$ cat src/rtl/pipeline_ctrl_pkg.sv
// Shared types and constants for the 5-stage CPU pipeline controller.
package cpu_ctrl_pkg;
  localparam int REG_W = 4;
  localparam logic [15:0] NOP_INSTR = 16'h0800;

  typedef enum logic [1:0] {
    RUN    = 2'd0,
    DRAIN  = 2'd1,
    HALTED = 2'd2
  } ctrl_state_t;
endpackage

$ cat src/rtl/pipeline_ctrl_if.sv
// Hazard inputs and pipeline-register controls between the datapath and the sequencer.
interface pipeline_ctrl_if
  import cpu_ctrl_pkg::*;
#(
  parameter int CNT_W = 16
);
  logic [REG_W-1:0] id_rs;
  logic [REG_W-1:0] id_rt;
  logic             id_rs_vld;
  logic             id_rt_vld;
  logic             idex_memread;
  logic [REG_W-1:0] idex_rd;
  logic             br_taken;
  logic             halt_id;
  logic             imem_stall;
  logic             dmem_stall;
  logic             pc_en;
  logic             ifid_en;
  logic             ifid_flush;
  logic             idex_bubble;
  logic             exmem_en;
  logic             memwb_en;
  logic             halted;
  logic [CNT_W-1:0] stall_cnt;

  modport master (
    output id_rs, id_rt, id_rs_vld, id_rt_vld, idex_memread, idex_rd,
           br_taken, halt_id, imem_stall, dmem_stall,
    input  pc_en, ifid_en, ifid_flush, idex_bubble, exmem_en, memwb_en,
           halted, stall_cnt
  );

  modport slave (
    input  id_rs, id_rt, id_rs_vld, id_rt_vld, idex_memread, idex_rd,
           br_taken, halt_id, imem_stall, dmem_stall,
    output pc_en, ifid_en, ifid_flush, idex_bubble, exmem_en, memwb_en,
           halted, stall_cnt
  );
endinterface

$ cat src/rtl/pipeline_ctrl_hazard_detect.sv
// Load-use comparator: the instruction in ID needs a register a load in EX has not produced yet.
module hazard_detect
  import cpu_ctrl_pkg::*;
(
  input  logic             idex_memread,
  input  logic [REG_W-1:0] idex_rd,
  input  logic [REG_W-1:0] id_rs,
  input  logic [REG_W-1:0] id_rt,
  input  logic             id_rs_vld,
  input  logic             id_rt_vld,
  output logic             lu
);
  // R0 is hardwired to zero, so a load targeting it never creates a dependency.
  assign lu = idex_memread && (idex_rd != '0) &&
              ((id_rs_vld && (id_rs == idex_rd)) || (id_rt_vld && (id_rt == idex_rd)));
endmodule

$ cat src/rtl/pipeline_ctrl.sv
// Pipeline sequencer: per-cycle advance/freeze/bubble decisions for every pipeline register,
// plus HLT drain tracking and a saturating stall counter.
module pipeline_ctrl
  import cpu_ctrl_pkg::*;
#(
  parameter int DRAIN_CYC = 3,
  parameter int CNT_W     = 16
) (
  input  logic            clk,
  input  logic            rst,
  pipeline_ctrl_if.slave  bus
);
  localparam int DW = (DRAIN_CYC > 4) ? $clog2(DRAIN_CYC) : 2;
  localparam logic [DW-1:0] DRAIN_LAST = DW'(DRAIN_CYC - 1);

  ctrl_state_t      st;
  logic [DW-1:0]    drain_cnt;
  logic [CNT_W-1:0] stall_cnt;
  logic             lu;

  hazard_detect u_hazard (
    .idex_memread (bus.idex_memread),
    .idex_rd      (bus.idex_rd),
    .id_rs        (bus.id_rs),
    .id_rt        (bus.id_rt),
    .id_rs_vld    (bus.id_rs_vld),
    .id_rt_vld    (bus.id_rt_vld),
    .lu           (lu)
  );

  always_comb begin
    bus.pc_en       = 1'b0;
    bus.ifid_en     = 1'b0;
    bus.ifid_flush  = 1'b0;
    bus.idex_bubble = 1'b0;
    bus.exmem_en    = 1'b0;
    bus.memwb_en    = 1'b0;
    if (rst) begin
      case (st)
        RUN: begin
          if (bus.dmem_stall) begin
            bus.pc_en = 1'b0;
          end else if (lu) begin
            bus.idex_bubble = 1'b1;
            bus.exmem_en    = 1'b1;
            bus.memwb_en    = 1'b1;
          end else if (bus.halt_id) begin
            bus.exmem_en = 1'b1;
            bus.memwb_en = 1'b1;
          end else begin
            // A redirect outranks an imem stall: the fetch is simply re-issued at the target.
            bus.pc_en      = bus.br_taken || !bus.imem_stall;
            bus.ifid_en    = 1'b1;
            bus.ifid_flush = bus.br_taken || bus.imem_stall;
            bus.exmem_en   = 1'b1;
            bus.memwb_en   = 1'b1;
          end
        end
        DRAIN: begin
          bus.idex_bubble = 1'b1;
          bus.exmem_en    = !bus.dmem_stall;
          bus.memwb_en    = !bus.dmem_stall;
        end
        default: bus.pc_en = 1'b0;
      endcase
    end
  end

  always_ff @(posedge clk) begin
    if (!rst) begin
      st        <= RUN;
      drain_cnt <= '0;
      stall_cnt <= '0;
    end else begin
      case (st)
        RUN: begin
          if (!bus.dmem_stall && !lu && bus.halt_id) begin
            st        <= DRAIN;
            drain_cnt <= '0;
          end
        end
        DRAIN: begin
          if (!bus.dmem_stall) begin
            drain_cnt <= drain_cnt + 1'b1;
            if (drain_cnt == DRAIN_LAST) st <= HALTED;
          end
        end
        default: st <= HALTED;
      endcase
      if (!bus.pc_en && (st != HALTED) && (stall_cnt != '1))
        stall_cnt <= stall_cnt + 1'b1;
    end
  end

  assign bus.halted    = rst && (st == HALTED);
  assign bus.stall_cnt = stall_cnt;
endmodule

$ cat src/flat_wrapper.sv
// flat-port wrapper written by rule: the top's interface ports become plain ports
module pipeline_ctrl_flat import cpu_ctrl_pkg::*;
#(
  parameter int DRAIN_CYC = 3,
  parameter int CNT_W     = 16
)
  (clk, rst, bus_id_rs, bus_id_rt, bus_id_rs_vld, bus_id_rt_vld, bus_idex_memread, bus_idex_rd, bus_br_taken, bus_halt_id, bus_imem_stall, bus_dmem_stall, bus_pc_en, bus_ifid_en, bus_ifid_flush, bus_idex_bubble, bus_exmem_en, bus_memwb_en, bus_halted, bus_stall_cnt);
  pipeline_ctrl_if #(.CNT_W(CNT_W)) bus_i ();
  input  logic clk;
  input  logic rst;
  input wire logic [$bits(bus_i.id_rs)-1:0] bus_id_rs;
  input wire logic [$bits(bus_i.id_rt)-1:0] bus_id_rt;
  input wire logic [$bits(bus_i.id_rs_vld)-1:0] bus_id_rs_vld;
  input wire logic [$bits(bus_i.id_rt_vld)-1:0] bus_id_rt_vld;
  input wire logic [$bits(bus_i.idex_memread)-1:0] bus_idex_memread;
  input wire logic [$bits(bus_i.idex_rd)-1:0] bus_idex_rd;
  input wire logic [$bits(bus_i.br_taken)-1:0] bus_br_taken;
  input wire logic [$bits(bus_i.halt_id)-1:0] bus_halt_id;
  input wire logic [$bits(bus_i.imem_stall)-1:0] bus_imem_stall;
  input wire logic [$bits(bus_i.dmem_stall)-1:0] bus_dmem_stall;
  output wire logic [$bits(bus_i.pc_en)-1:0] bus_pc_en;
  output wire logic [$bits(bus_i.ifid_en)-1:0] bus_ifid_en;
  output wire logic [$bits(bus_i.ifid_flush)-1:0] bus_ifid_flush;
  output wire logic [$bits(bus_i.idex_bubble)-1:0] bus_idex_bubble;
  output wire logic [$bits(bus_i.exmem_en)-1:0] bus_exmem_en;
  output wire logic [$bits(bus_i.memwb_en)-1:0] bus_memwb_en;
  output wire logic [$bits(bus_i.halted)-1:0] bus_halted;
  output wire logic [$bits(bus_i.stall_cnt)-1:0] bus_stall_cnt;
  assign bus_i.id_rs = bus_id_rs;
  assign bus_i.id_rt = bus_id_rt;
  assign bus_i.id_rs_vld = bus_id_rs_vld;
  assign bus_i.id_rt_vld = bus_id_rt_vld;
  assign bus_i.idex_memread = bus_idex_memread;
  assign bus_i.idex_rd = bus_idex_rd;
  assign bus_i.br_taken = bus_br_taken;
  assign bus_i.halt_id = bus_halt_id;
  assign bus_i.imem_stall = bus_imem_stall;
  assign bus_i.dmem_stall = bus_dmem_stall;
  assign bus_pc_en = bus_i.pc_en;
  assign bus_ifid_en = bus_i.ifid_en;
  assign bus_ifid_flush = bus_i.ifid_flush;
  assign bus_idex_bubble = bus_i.idex_bubble;
  assign bus_exmem_en = bus_i.exmem_en;
  assign bus_memwb_en = bus_i.memwb_en;
  assign bus_halted = bus_i.halted;
  assign bus_stall_cnt = bus_i.stall_cnt;
  pipeline_ctrl #(.DRAIN_CYC(DRAIN_CYC), .CNT_W(CNT_W)) u_core (.clk(clk), .rst(rst), .bus(bus_i));
endmodule
$ cat config.mk
export PLATFORM = sky130hd
export DESIGN_NAME = pipeline_ctrl_flat
export DESIGN_NICKNAME = d
export VERILOG_FILES = /design/src/rtl/pipeline_ctrl_pkg.sv /design/src/rtl/pipeline_ctrl_if.sv /design/src/rtl/pipeline_ctrl_hazard_detect.sv /design/src/rtl/pipeline_ctrl.sv /design/src/flat_wrapper.sv
export SDC_FILE = /design/constraint.sdc
export NUM_CORES = 1
export LEC_CHECK = 0
export ABC_AREA = 1
export CORE_MARGIN = 8
export CORE_UTILIZATION = 40
export DETAILED_ROUTE_END_ITERATION = 8
export DONT_BUFFER_PORTS = 1
export GPL_TIMING_DRIVEN = 0
export PLACE_DENSITY = 0.54
export SYNTH_ARGS = -nofsm -noshare
export SYNTH_HDL_FRONTEND = slang
export SYNTH_SLANG_ARGS = --single-unit
$ cat constraint.sdc
create_clock -name clk -period 1.5 [get_ports clk]
set_input_delay 0.3 -clock clk [delete_from_list [all_inputs] [get_ports clk]]
set_output_delay 0.3 -clock clk [all_outputs]
set_load 0.02 [all_outputs]
==> results_dict.tcl <==
set metrics [dict create \
    status "complete, but fails checks" \
    violations "negative setup slack" \
    firstDrtPassIters 4 \
    min_from "bus_halt_id" \
    fin_crit_sh 1.06 \
    layout-drive-gt1-share 0.349 \
    grt_pass1_wl_um 6850 \
    clock.fmax_ghz 0.632 \
    finalHoldViolations 0 \
    ir_drop_mv 0.382 \
    postSynthCellCount 252 \
    holdBufCountCts 0 \
    post-place-cells 300 \
    synth_area_leader_cell "dfxtp_1" \
    io_buffer_count 0 \
    synth_seq_cells 20 \
    cts_made_buffers 3 \
    n_antenna_cell 0 \
    finalWorstSetupSlack_ps -83.0 \
    syn2layout_area_growth_pct 31.5 \
    drt-vias-per-instance 4.78 \
    routedWlPerCell_um 12.7 \
    place_area_um2 1610 \
    clk_pin_slew_ps 80 \
    grt_max_degree 12 \
    slowest_delay_ps 370 \
    dr_total_vias 1514 \
    final_cells 317 \
    rr_startpoint "u_core.bus.stall_cnt[0]" \
    cp.arrival_ps 1280 \
    synth_common_cells "nand2_1 (63), nor2_1 (46), inv_1 (42), dfxtp_1 (20), nand3_1 (16)" \
    cts.sinks 20 \
    critPathRequiredTime_ps 1200 \
    p_leak_nw 0.954 \
    synth_top_area_share 0.266 \
    ff2ff_path_depth 11 \
    final_util 0.545 \
    synth_area_um2 1510 \
    h-tree-depth 1 \
    worstHoldPathType "input pin to flip-flop" \
    synth-async-reset-ratio 0 \
    yosysSeqAreaShare 0.266 \
    reg2reg_slack_ps -80 \
    wl_met3_um 226 \
    path_max_fanout 4 \
    grt_setup_unrepaired "true" \
    p_per_area_nw_per_um2 729 \
    crit_path_cell_trace "nor2_4 -> nand3_4 -> a21oi_4 -> nand3_4 -> buf_8 -> inv_8" \
    worst_pin_slew_ps 417 \
    grt_pass1_vias 1465 \
    boundaryPins 44 \
    ys_warn_count 0 \
    clock_latency_ps 260 \
    clk_path_buf_depth 2 \
    cts_tree "built" \
    dp_hpwl_um 2870 \
    max-slew-margin-rel 0.722 \
    nets 293 \
    ys_types 27 \
    dieArea_um2 5990 \
    slew_violations 0 \
    synth_edf_count 0 \
    synth.avg_cell_area_um2 5.98 \
    grt-ovfl-total 0 \
    initial_core_util 0.415 \
    die_w_um 77.4 \
    track_usage 0.135 \
    ant_nets 0 \
    yosysMostFrequentCell "nand2_1" \
    first_iter_violations 89 \
    cpMostUsedCell "nand3_4" \
    synth_nets 275 \
    wl_met2_um 2000 \
    routed.top_layer "met4" \
    hold_depth 2 \
    hold_end "u_core.st[0]" \
    core_area_um2 3630 \
    die_h_um 77.4 \
    maxCapViolations 0 \
    fin_crit_ps 1580 \
    path_class "flip-flop to output port" \
    setup_viol 17 \
    cts-root-buf "clkbuf_8" \
    drc 0 \
    netlist_top_cells_area "dfxtp_1 (27%), nand2_1 (16%), nor2_1 (11%), inv_1 (10%), nand4_1 (5.4%)" \
    wl_met1_um 1790 \
    critPathCaptureType "output port" \
    cp-start-kind "flip-flop" \
    std_cell_rows 22 \
    antenna_found_initial 0 \
    stdcell_area_um2 1980 \
    gp_congestion 0.813 \
    drt_wl_total_um 4040 \
    synth_ff_type "dfxtp_1" \
    slowest_stage "dfxtp_4" \
    clock_skew_ps 5.59 \
    r2r_end "u_core.bus.stall_cnt[15]" \
]
## what timing repair did
action	4_1_cts	5_1_grt
endpoints found under the setup margin	22	21
gates resized for setup	52	22
pin swaps	19	15
gates cloned	1	0
setup buffers	11	1
## stage by stage
stage / worst slack [ps] / hold slack, ps / setup TNS, ps / power, mW
2_1_floorplan: -47.9 / 461 / -93.2 / 0.897
3_3_place_gp: -202 / 487 / -2640 / 0.949
3_5_place_dp: -205 / 484 / -2680 / 0.954
4_1_cts: -152 / 301 / -826 / 1.44
5_1_grt: -172 / 337 / -2580 / 1.53
6_report: -83.0 / 305 / -731 / 1.45
## critical path: cells and delay by family (launching register included)
family	cells	cell delay, ps
AND/OR/NAND/NOR	3	310
flip-flops	1	370
AO/OA/AOI/OAI	1	140
buffers and inverters	2	190
## where the power goes
group	switching, mW	internal [mW]
Combinational	0.210	0.151
Sequential	0.0872	0.568
Clock	0.195	0.234
## logic make-up after synthesis
| kind of cell | Yosys count | synth area share |
|---|---|---|
| AND/OR/NAND/NOR | 159 | 0.490 |
| buffers and inverters | 55 | 0.154 |
| flip-flops | 20 | 0.266 |
| AO/OA/AOI/OAI | 10 | 0.0382 |
| XOR/XNOR | 6 | 0.0349 |
| adder cells (fa/ha/maj) | 2 | 0.0166 |
## cell usage in the layout, fill, tap and decap left out, types with 2 or more instances in the layout
cell and count:
dfxtp_4 9, xnor2_1 3, clkbuf_8 4, o21ai_0 2
inv_1 35, a21oi_1 3, inv_4 2, nor2_2 5
nand3_4 3, nand4_1 13, xor2_1 3, dfxtp_2 6
nand3_1 9, buf_2 3, buf_6 6, nand2_1 54
nor2_1 39, nand2_4 4, nand2_2 12, dfxtp_1 5
nand3_2 7, buf_4 11, inv_2 8, nor2_4 6
nor3_1 5
## sequential cells by signal (all words and copies together), names as in the netlist
name / flops
u_core.st: 2
u_core.bus.stall_cnt: 16
u_core.drain_cnt: 2
## metal layers
metal,vias up,GRT usage
li1,811,-
met1,677,0.154
met2,24,0.238
met3,2,0.0495
met4,0,0.0226
met5,-,0
## worst max path at each step
stage,to,from,depth (start not counted)
6_report,bus_pc_en,u_core.st[1],6
5_1_grt,u_core.bus.stall_cnt[9],u_core.bus.stall_cnt[0],11
4_1_cts,bus_pc_en,u_core.st[1],6
3_5_place_dp,bus_pc_en,u_core.st[1],6
3_3_place_gp,u_core.bus.stall_cnt[9],u_core.bus.stall_cnt[2],10
2_1_floorplan,bus_pc_en,u_core.st[1],6
## final cells by class
cell class                      instances  area, um2
Clock buffer                            4       55.1
Buffer                                  8       75.1
Multi-Input combinational cell        177       1060
Timing Repair Buffer                   13        105
Sequential cell                        20        442
Inverter                               47        189
Tap cell                               48       60.1
Fill cell                             380       1650
(Power assumes the default switching activity.)
